<file path="config.mk">
export PLATFORM = sky130hd
export DESIGN_NAME = cga_pixel_fetch
export DESIGN_NICKNAME = d
export VERILOG_FILES = /design/src/rtl/cga_pixel_fetch.sv
export SDC_FILE = /design/constraint.sdc
export NUM_CORES = 1
export LEC_CHECK = 0
export CAP_MARGIN = 40
export CORE_ASPECT_RATIO = 0.7
export CORE_MARGIN = 2
export CORE_UTILIZATION = 50
export CTS_BUF_LIST = sky130_fd_sc_hd__clkbuf_4 sky130_fd_sc_hd__clkbuf_8
export CTS_CLUSTER_DIAMETER = 200
export CTS_CLUSTER_SIZE = 40
export DETAILED_ROUTE_END_ITERATION = 7
export PLACE_DENSITY = 0.79
export RECOVER_POWER = 50
export SLEW_MARGIN = 20
export SYNTH_ARGS = -nofsm -noshare
export SYNTH_HDL_FRONTEND = slang
export SYNTH_SLANG_ARGS = --single-unit
</file>
<file path="constraint.sdc">
create_clock -name clk_i -period 1.9 [get_ports clk_i]
set_input_delay 0.38 -clock clk_i [delete_from_list [all_inputs] [get_ports clk_i]]
set_output_delay 0.38 -clock clk_i [all_outputs]
set_load 0.02 [all_outputs]
</file>
<file path="src/rtl/cga_pixel_fetch.sv">
// CGA video RAM read client: on each character-slot strobe, fetches a byte pair
// (char/attr or two pixel bytes) and presents it to the serializer one slot later.
module cga_pixel_fetch #(
  parameter int ADDR_BITS = 14
) (
  input  logic        clk_i,
  input  logic        rst_n_i,
  input  logic        slot_strobe_i,
  input  logic        disp_en_i,
  input  logic        gfx_mode_i,
  input  logic [13:0] crtc_ma_i,
  input  logic [4:0]  crtc_ra_i,
  output logic [18:0] pixel_addr_o,
  output logic        pixel_read_o,
  input  logic [7:0]  pixel_data_i,
  output logic [7:0]  byte0_o,
  output logic [7:0]  byte1_o,
  output logic        out_blank_o,
  output logic        out_load_o,
  output logic        busy_o,
  output logic        overrun_o
);

  typedef enum logic [1:0] {
    IDLE = 2'd0,
    RD0  = 2'd1,
    RD1  = 2'd2,
    CAP1 = 2'd3
  } state_t;

  state_t      state_q, state_d;
  logic [13:0] base_q, base_d;
  logic [13:0] addr_q, addr_d;
  logic        read_q, read_d;
  logic [7:0]  pend0_q, pend0_d;
  logic [7:0]  pend1_q, pend1_d;
  logic        pend_blank_q, pend_blank_d;
  logic [7:0]  byte0_q, byte0_d;
  logic [7:0]  byte1_q, byte1_d;
  logic        blank_q, blank_d;
  logic        load_q, load_d;
  logic        busy_q, busy_d;
  logic        overrun_q, overrun_d;
  logic [13:0] base_s;
  logic        unused_s;

  // Only ma[12:0] (text) or ra[0]/ma[11:0] (graphics) reach the address.
  assign unused_s = ^{crtc_ra_i[4:1], crtc_ma_i[13]};

  // Address of the first byte of the slot, from the strobe-time inputs.
  always_comb begin
    if (gfx_mode_i) begin
      base_s = {crtc_ra_i[0], crtc_ma_i[11:0], 1'b0};
    end else begin
      base_s = {crtc_ma_i[12:0], 1'b0};
    end
  end

  // Next-state logic for the fetch FSM, pending pair and output buffer.
  always_comb begin
    state_d      = state_q;
    base_d       = base_q;
    addr_d       = addr_q;
    read_d       = 1'b0;
    pend0_d      = pend0_q;
    pend1_d      = pend1_q;
    pend_blank_d = pend_blank_q;
    byte0_d      = byte0_q;
    byte1_d      = byte1_q;
    blank_d      = blank_q;
    load_d       = 1'b0;
    overrun_d    = overrun_q;

    // Every strobe publishes the previous slot's pair, even mid-fetch.
    if (slot_strobe_i) begin
      byte0_d = pend0_q;
      byte1_d = pend1_q;
      blank_d = pend_blank_q;
      load_d  = 1'b1;
      if (state_q != IDLE) begin
        overrun_d = 1'b1;
      end else begin
        overrun_d = overrun_q;
      end
    end else begin
      load_d = 1'b0;
    end

    case (state_q)
      IDLE: begin
        if (slot_strobe_i && disp_en_i) begin
          base_d  = base_s;
          addr_d  = base_s;
          read_d  = 1'b1;
          state_d = RD0;
        end else if (slot_strobe_i) begin
          pend0_d      = 8'h00;
          pend1_d      = 8'h00;
          pend_blank_d = 1'b1;
        end else begin
          state_d = IDLE;
        end
      end
      RD0: begin
        addr_d  = base_q + 14'd1;
        read_d  = 1'b1;
        state_d = RD1;
      end
      RD1: begin
        pend0_d = pixel_data_i;
        state_d = CAP1;
      end
      CAP1: begin
        pend1_d      = pixel_data_i;
        pend_blank_d = 1'b0;
        state_d      = IDLE;
      end
      default: begin
        state_d = IDLE;
      end
    endcase

    busy_d = (state_d != IDLE);
  end

  // State and output registers with synchronous active-low reset.
  always_ff @(posedge clk_i) begin
    if (!rst_n_i) begin
      state_q      <= IDLE;
      base_q       <= 14'd0;
      addr_q       <= 14'd0;
      read_q       <= 1'b0;
      pend0_q      <= 8'h00;
      pend1_q      <= 8'h00;
      pend_blank_q <= 1'b1;
      byte0_q      <= 8'h00;
      byte1_q      <= 8'h00;
      blank_q      <= 1'b1;
      load_q       <= 1'b0;
      busy_q       <= 1'b0;
      overrun_q    <= 1'b0;
    end else begin
      state_q      <= state_d;
      base_q       <= base_d;
      addr_q       <= addr_d;
      read_q       <= read_d;
      pend0_q      <= pend0_d;
      pend1_q      <= pend1_d;
      pend_blank_q <= pend_blank_d;
      byte0_q      <= byte0_d;
      byte1_q      <= byte1_d;
      blank_q      <= blank_d;
      load_q       <= load_d;
      busy_q       <= busy_d;
      overrun_q    <= overrun_d;
    end
  end

  assign pixel_addr_o = 19'(addr_q[ADDR_BITS-1:0]);
  assign pixel_read_o = read_q;
  assign byte0_o      = byte0_q;
  assign byte1_o      = byte1_q;
  assign out_blank_o  = blank_q;
  assign out_load_o   = load_q;
  assign busy_o       = busy_q;
  assign overrun_o    = overrun_q;

endmodule

</file>
After elaboration in Yosys (flattened, before gate mapping)
Index checks and enable logic that the tools add are counted.
{ "classes": {"add_sub_neg": 1, "mul": 0, "div_mod_pow": 0, "magnitude_cmp": 0, "n_eq_ne": 6, "shifts": 0, "muxes": 16, "bitwise_logic": 0, "n_reduce_logical": 12} }
{ "op_table": {"columns": ["op", "n"], "rows": [
  ["8-bit case mux with 2 select lines", 2],
  ["14-bit two-way mux", 2],
  ["14-bit case mux with 2 select lines", 1],
  ["8-bit two-way mux", 2],
  ["14-bit by 1-bit adder with 14-bit output, second input constant", 1],
  ["2-bit nonzero test", 5],
  ["2-bit case mux with 4 select lines", 1],
  ["2-bit != test, second input constant", 3],
  ["2-bit AND reduction", 3],
  ["3-bit AND reduction", 2],
  ["2-bit equality test, second input constant", 2],
  ["1-bit two-way mux", 4],
  ["2-bit two-way mux", 2],
  ["1-bit case mux with 2 select lines", 2],
  ["2-bit by 1-bit equality test with 1-bit output, second input constant", 1],
  ["2-bit logical NOT", 1],
  ["1-bit logical AND", 1]
]} }
{ "totals": {"ff_bits": 68, "latchBits": 0, "mem_bits_rw": 0, "rom_bits": 0, "input_bits": 32, "out_inout_bits": 40, "wordCells": 48, "n_memories": 0} }

Longest topological paths before layout
Gate-level depths: netlist of run 1.
{ "logic_depth": {"word_depth": 4, "mapped_depth": 7, "ltp_nobuf": 5} }

Worst setup path after synthesis of run 1
Ideal clock, no wire load.
{ "synth_timing": {"path_kind": "register to register", "start": "register state_q[0]", "end": "register pend_blank_q", "setup_time_ps": 145, "arrival_ps": 1413, "t_required_ps": 1755, "path_slack_ps": 342, "stages_incl_launch_ff": 6, "n_path_buf": 0, "synth_period_minus_slack_ps": 1558, "path_cell_list": "dfxtp_1 > inv_1 > ha_1 > or2_2 > a31oi_2 > a22oi_1"} }
{ "synth_between": {"elab_chain_cells": 3, "word_cells_on_any_way": 7, "classes_between": "3 x eq/ne; 1 x mux; 3 x reduce/logical"} }
{ "synth_lines": {"columns": ["element", "line", "source"], "rows": [
  ["start: declaration", "31", "state_t state_q, state_d;"],
  ["start signal: assignment", "143", "state_q <= state_d;"],
  ["2-bit equality test or 2-bit logical NOT (tied branches)", "89", "case (state_q)"],
  ["2-bit nonzero test (no line) or 2-bit != test (tied branches)", null, null],
  ["3-bit AND reduction (no line)", null, null],
  ["end signal: assignment", "149", "pend_blank_q <= pend_blank_d;"],
  ["end: declaration", "37", "logic pend_blank_q, pend_blank_d;"]
]} }
Several ways; a longest one is shown, not always the timed one.
A chain may end at the register's enable or synchronous reset.

Final worst setup path of run 1
{ "layout_timing": {"start": "register byte1_q[3], in the netlist byte1_o[3]", "end": "output port byte1_o[3]"} }
{ "layout_rtl": {"columns": ["element", "line", "source"], "rows": [
  ["start: declaration", "39", "logic [7:0] byte1_q, byte1_d;"],
  ["start signal: assignment", "151", "byte1_q <= byte1_d;"],
  ["end: declaration", "17", "output logic [7:0] byte1_o,"]
]} }
No word-level cell between the ends.

==> results of run 1 <==
-- synthesized netlist by cell type, drive strengths merged (5+ instances only) --
library cell,instances
a211oi,13
a21oi,16
a32o,16
buf,19
clkbuf,5
dfxtp,67
ha,6
inv,6
mux2i,31
nand2,26
nor2,18
nor3,12
-- layout by cell type (no fill, tap or decap), types with 2 or more instances in the layout --
| cell type | n |
|---|---|
| inv_6 | 3 |
| dlygate4sd3_1 | 22 |
| or2_2 | 3 |
| a211oi_1 | 13 |
| mux2i_1 | 31 |
| inv_1 | 5 |
| nand2_1 | 26 |
| conb_1 | 5 |
| buf_4 | 10 |
| and3_1 | 3 |
| a32o_1 | 16 |
| clkbuf_1 | 3 |
| a21oi_1 | 16 |
| clkbuf_8 | 9 |
| nor2_1 | 18 |
| buf_12 | 2 |
| dfxtp_1 | 67 |
| nor3_1 | 12 |
| clkdlybuf4s50_1 | 39 |
| ha_1 | 6 |
| clkinvlp_4 | 2 |
-- per-stage QoR --
stage / power [µW] / cells / setup WS, ns / hold WS, ns / utilization [%]
floorplan: 1830 / 262 / 0.342 / 0.435 / -
global placement: 2020 / 387 / 0.0482 / 0.442 / 64.9
detailed placement: 2040 / 387 / 0.0304 / 0.447 / 64.9
CTS: 3250 / 403 / 0.175 / 0.458 / 68.9
global route: 3350 / 403 / 0.0547 / 0.474 / 68.6
finish: 3200 / 403 / 0.149 / 0.455 / 68.6
-- final cells by class --
cell class / instances / area (µm²) / share of cell area [%]
timing repair buffer: 77 / 742 / 20.9
clock inverter: 7 / 82.6 / 2.33
tap: 72 / 90.1 / 2.54
inverter: 6 / 22.5 / 0.634
clock buffer: 9 / 124 / 3.49
multi-input combinational: 165 / 1150 / 32.3
sequential: 67 / 1340 / 37.8
-- layer usage --
layer | global-route usage, % | vias up
li1 | - | 1043
met1 | 26.4 | 983
met2 | 33.4 | 49
met3 | 6.74 | 4
met4 | 7.95 | 0
met5 | 0 | -
-- sequential cells by signal, summed over array words and instances, names as in the netlist --
name and count:
addr_q 14, base_q 13, busy_o 1, byte0_o 8
byte1_o 8, out_blank_o 1, out_load_o 1, overrun_o 1
pend0_q 8, pend1_q 8, pend_blank_q 1, pixel_read_o 1
state_q 2
-- final timing paths --
path	start	end	slack, ns	cells after the start
max	byte1_o[3]	byte1_o[3]	0.15	1
max reg2reg	state_q[0]	addr_q[7]	0.17	6
min	base_q[10]	base_q[10]	0.45	2
min reg2reg	base_q[10]	base_q[10]	0.45	2
-- logic make-up after synthesis --
family,Yosys count
other cells,1
buf+inv,30
compound gates,53
fa+ha+maj,6
mux,31
simple gates,70
flops,67
-- where the power goes --
part	total, µW	leakage [µW]	internal [µW]	switching [µW]
registers	1500	0.000545	1470	31.7
clock network	1210	0.0000988	627	582
logic	496	0.000776	232	264
total	3200	0.00142	2330	877
-- worst reg2reg max path: cells and delay by family, from the launching register on --
kind	cells	cell delay [ns]
and+or+nand+nor	2	0.36
adders and majority gates	1	0.38
DFF	1	0.34
buffers and inverters	2	0.33
AOI/OAI and AO/OA	1	0.23
==> results.sh, run 1 <==
export IMPL_yosysWarnings=0
export IMPL_grt_max_degree=28
export IMPL_rsz0062_at_grt="no"
export IMPL_antenna_cells=0
export IMPL_wl_met3_um=275
export IMPL_die_area_mm2=0.00591
export IMPL_netlist_top_cells_area="dfxtp_1 51%, mux2i_1 12%, a32o_1 6.0%, a211oi_1 3.7%, nand2_1 3.7%"
export IMPL_synth_compound_area_share_pct=15.8
export IMPL_wl_met2_um=2810
export IMPL_drcViolationCount=0
export IMPL_crit_fanout=2
export IMPL_drive_gt1_share_pct=11.5
export IMPL_synth_area_leader_cell="dfxtp_1"
export IMPL_grt_pass1_wl_um=9560
export IMPL_post_cts_setup_buffers=0
export IMPL_skew_ns=0.00756
export IMPL_area_growth_pct=33.9
export IMPL_peakVddDrop_mv=0.551
export IMPL_synth_ff_type="dfxtp_1"
export IMPL_fin_tns_setup_ns=0
export IMPL_avgSynthCellArea_um2=10.3
export IMPL_path_buf_inv=1
export IMPL_synth_area_mux_share_pct=11.7
export IMPL_routed_top_layer="met4"
export IMPL_place_hpwl_um=4160
export IMPL_dr_total_vias=2079
export IMPL_crit_type="register to primary output"
export IMPL_slew_viol_final=0
export IMPL_worstMarginPinSlew_ns=0.836
export IMPL_io_buffers=61
export IMPL_synth_top_area_share_pct=50.6
export IMPL_nets=364
export IMPL_synthXorXnorAreaFrac_pct=0
export IMPL_ant_nets=0
export IMPL_setup_viol=0
export IMPL_status="complete, no violations"
export IMPL_slew_headroom_pct=44.3
export IMPL_coreArea_mm2=0.00517
export IMPL_synth_area_mm2=0.00265
export IMPL_gp_congestion=0.733
export IMPL_cts_sinks=67
export IMPL_first_iter_violations=86
export IMPL_hold_class="register to register"
export IMPL_cts_buffers=9
export IMPL_fmax_mhz=571
export IMPL_drt_pass1_iter_count=4
export IMPL_synthAdderAreaFrac_pct=2.83
export IMPL_die_w_um=91.1
export IMPL_p_per_area_mw_per_mm2=902
export IMPL_cap_violations=0
export IMPL_synth_top_family_by_area="compound AO/OA/AOI/OAI gates"
export IMPL_synth_edf_count=0
export IMPL_synth_cells=258
export IMPL_crit_path_max_incr_delay_ns=0.68
export IMPL_postCtsHoldBufs=0
export IMPL_antenna_found_initial=0
export IMPL_path_clk_slew_ns=0.08
export IMPL_endpoint_kind="primary output"
export IMPL_cts_tree="built"
export IMPL_synthSimpleGateAreaFrac_pct=12.3
export IMPL_cp_top_family="buffers and inverters"
export IMPL_dpl_cell_area_mm2=0.00336
export IMPL_path_cells="dlygate4sd3_1"
export IMPL_grt_pass1_vias=1978
export IMPL_p_leak_uw=0.00142
export IMPL_io_pins=72
export IMPL_grt_overflow_total=0
export IMPL_cp_required_ns=1.52
export IMPL_clock_path_buffers=2
export IMPL_grt_use_total_pct=20.8
export IMPL_routed_wl_um=5850
export IMPL_fin_crit_sh_pct=92.2
export IMPL_synth_distinct_cells=35
export IMPL_rows=22
export IMPL_wl_per_cell_um=14.5
export IMPL_start_util_pct=51.3
export IMPL_nFillCells=428
export IMPL_finalHoldViolCount=0
export IMPL_finish_instance_area_mm2=0.00355
export IMPL_yosysSeqAreaShare_pct=50.6
export IMPL_die_h_um=64.9
export IMPL_ys_ff_latch=67
export IMPL_period_minus_slack_ns=1.75
export IMPL_vias_per_cell=5.16
export IMPL_root_buffer="clkbuf_8"
export IMPL_ys_async_sr_fraction_pct=0
export IMPL_cts_htree_levels=3
export IMPL_clk_latency_ns=0.35
export IMPL_met1Wirelength_um=2700
export IMPL_crit_slowest_cell="dlygate4sd3_1"
export IMPL_cts_resized=0
export IMPL_worstPathArrival_ns=1.37
export IMPL_cp_start_kind="register"
(Power assumes the default switching activity.)
==> run 2, diff against run 1 <==
SKIP_CTS_REPAIR_TIMING = 1   (was not set)
==> results of run 2 <==
The final DEF is identical to that of run 1; final timing and power are the same.
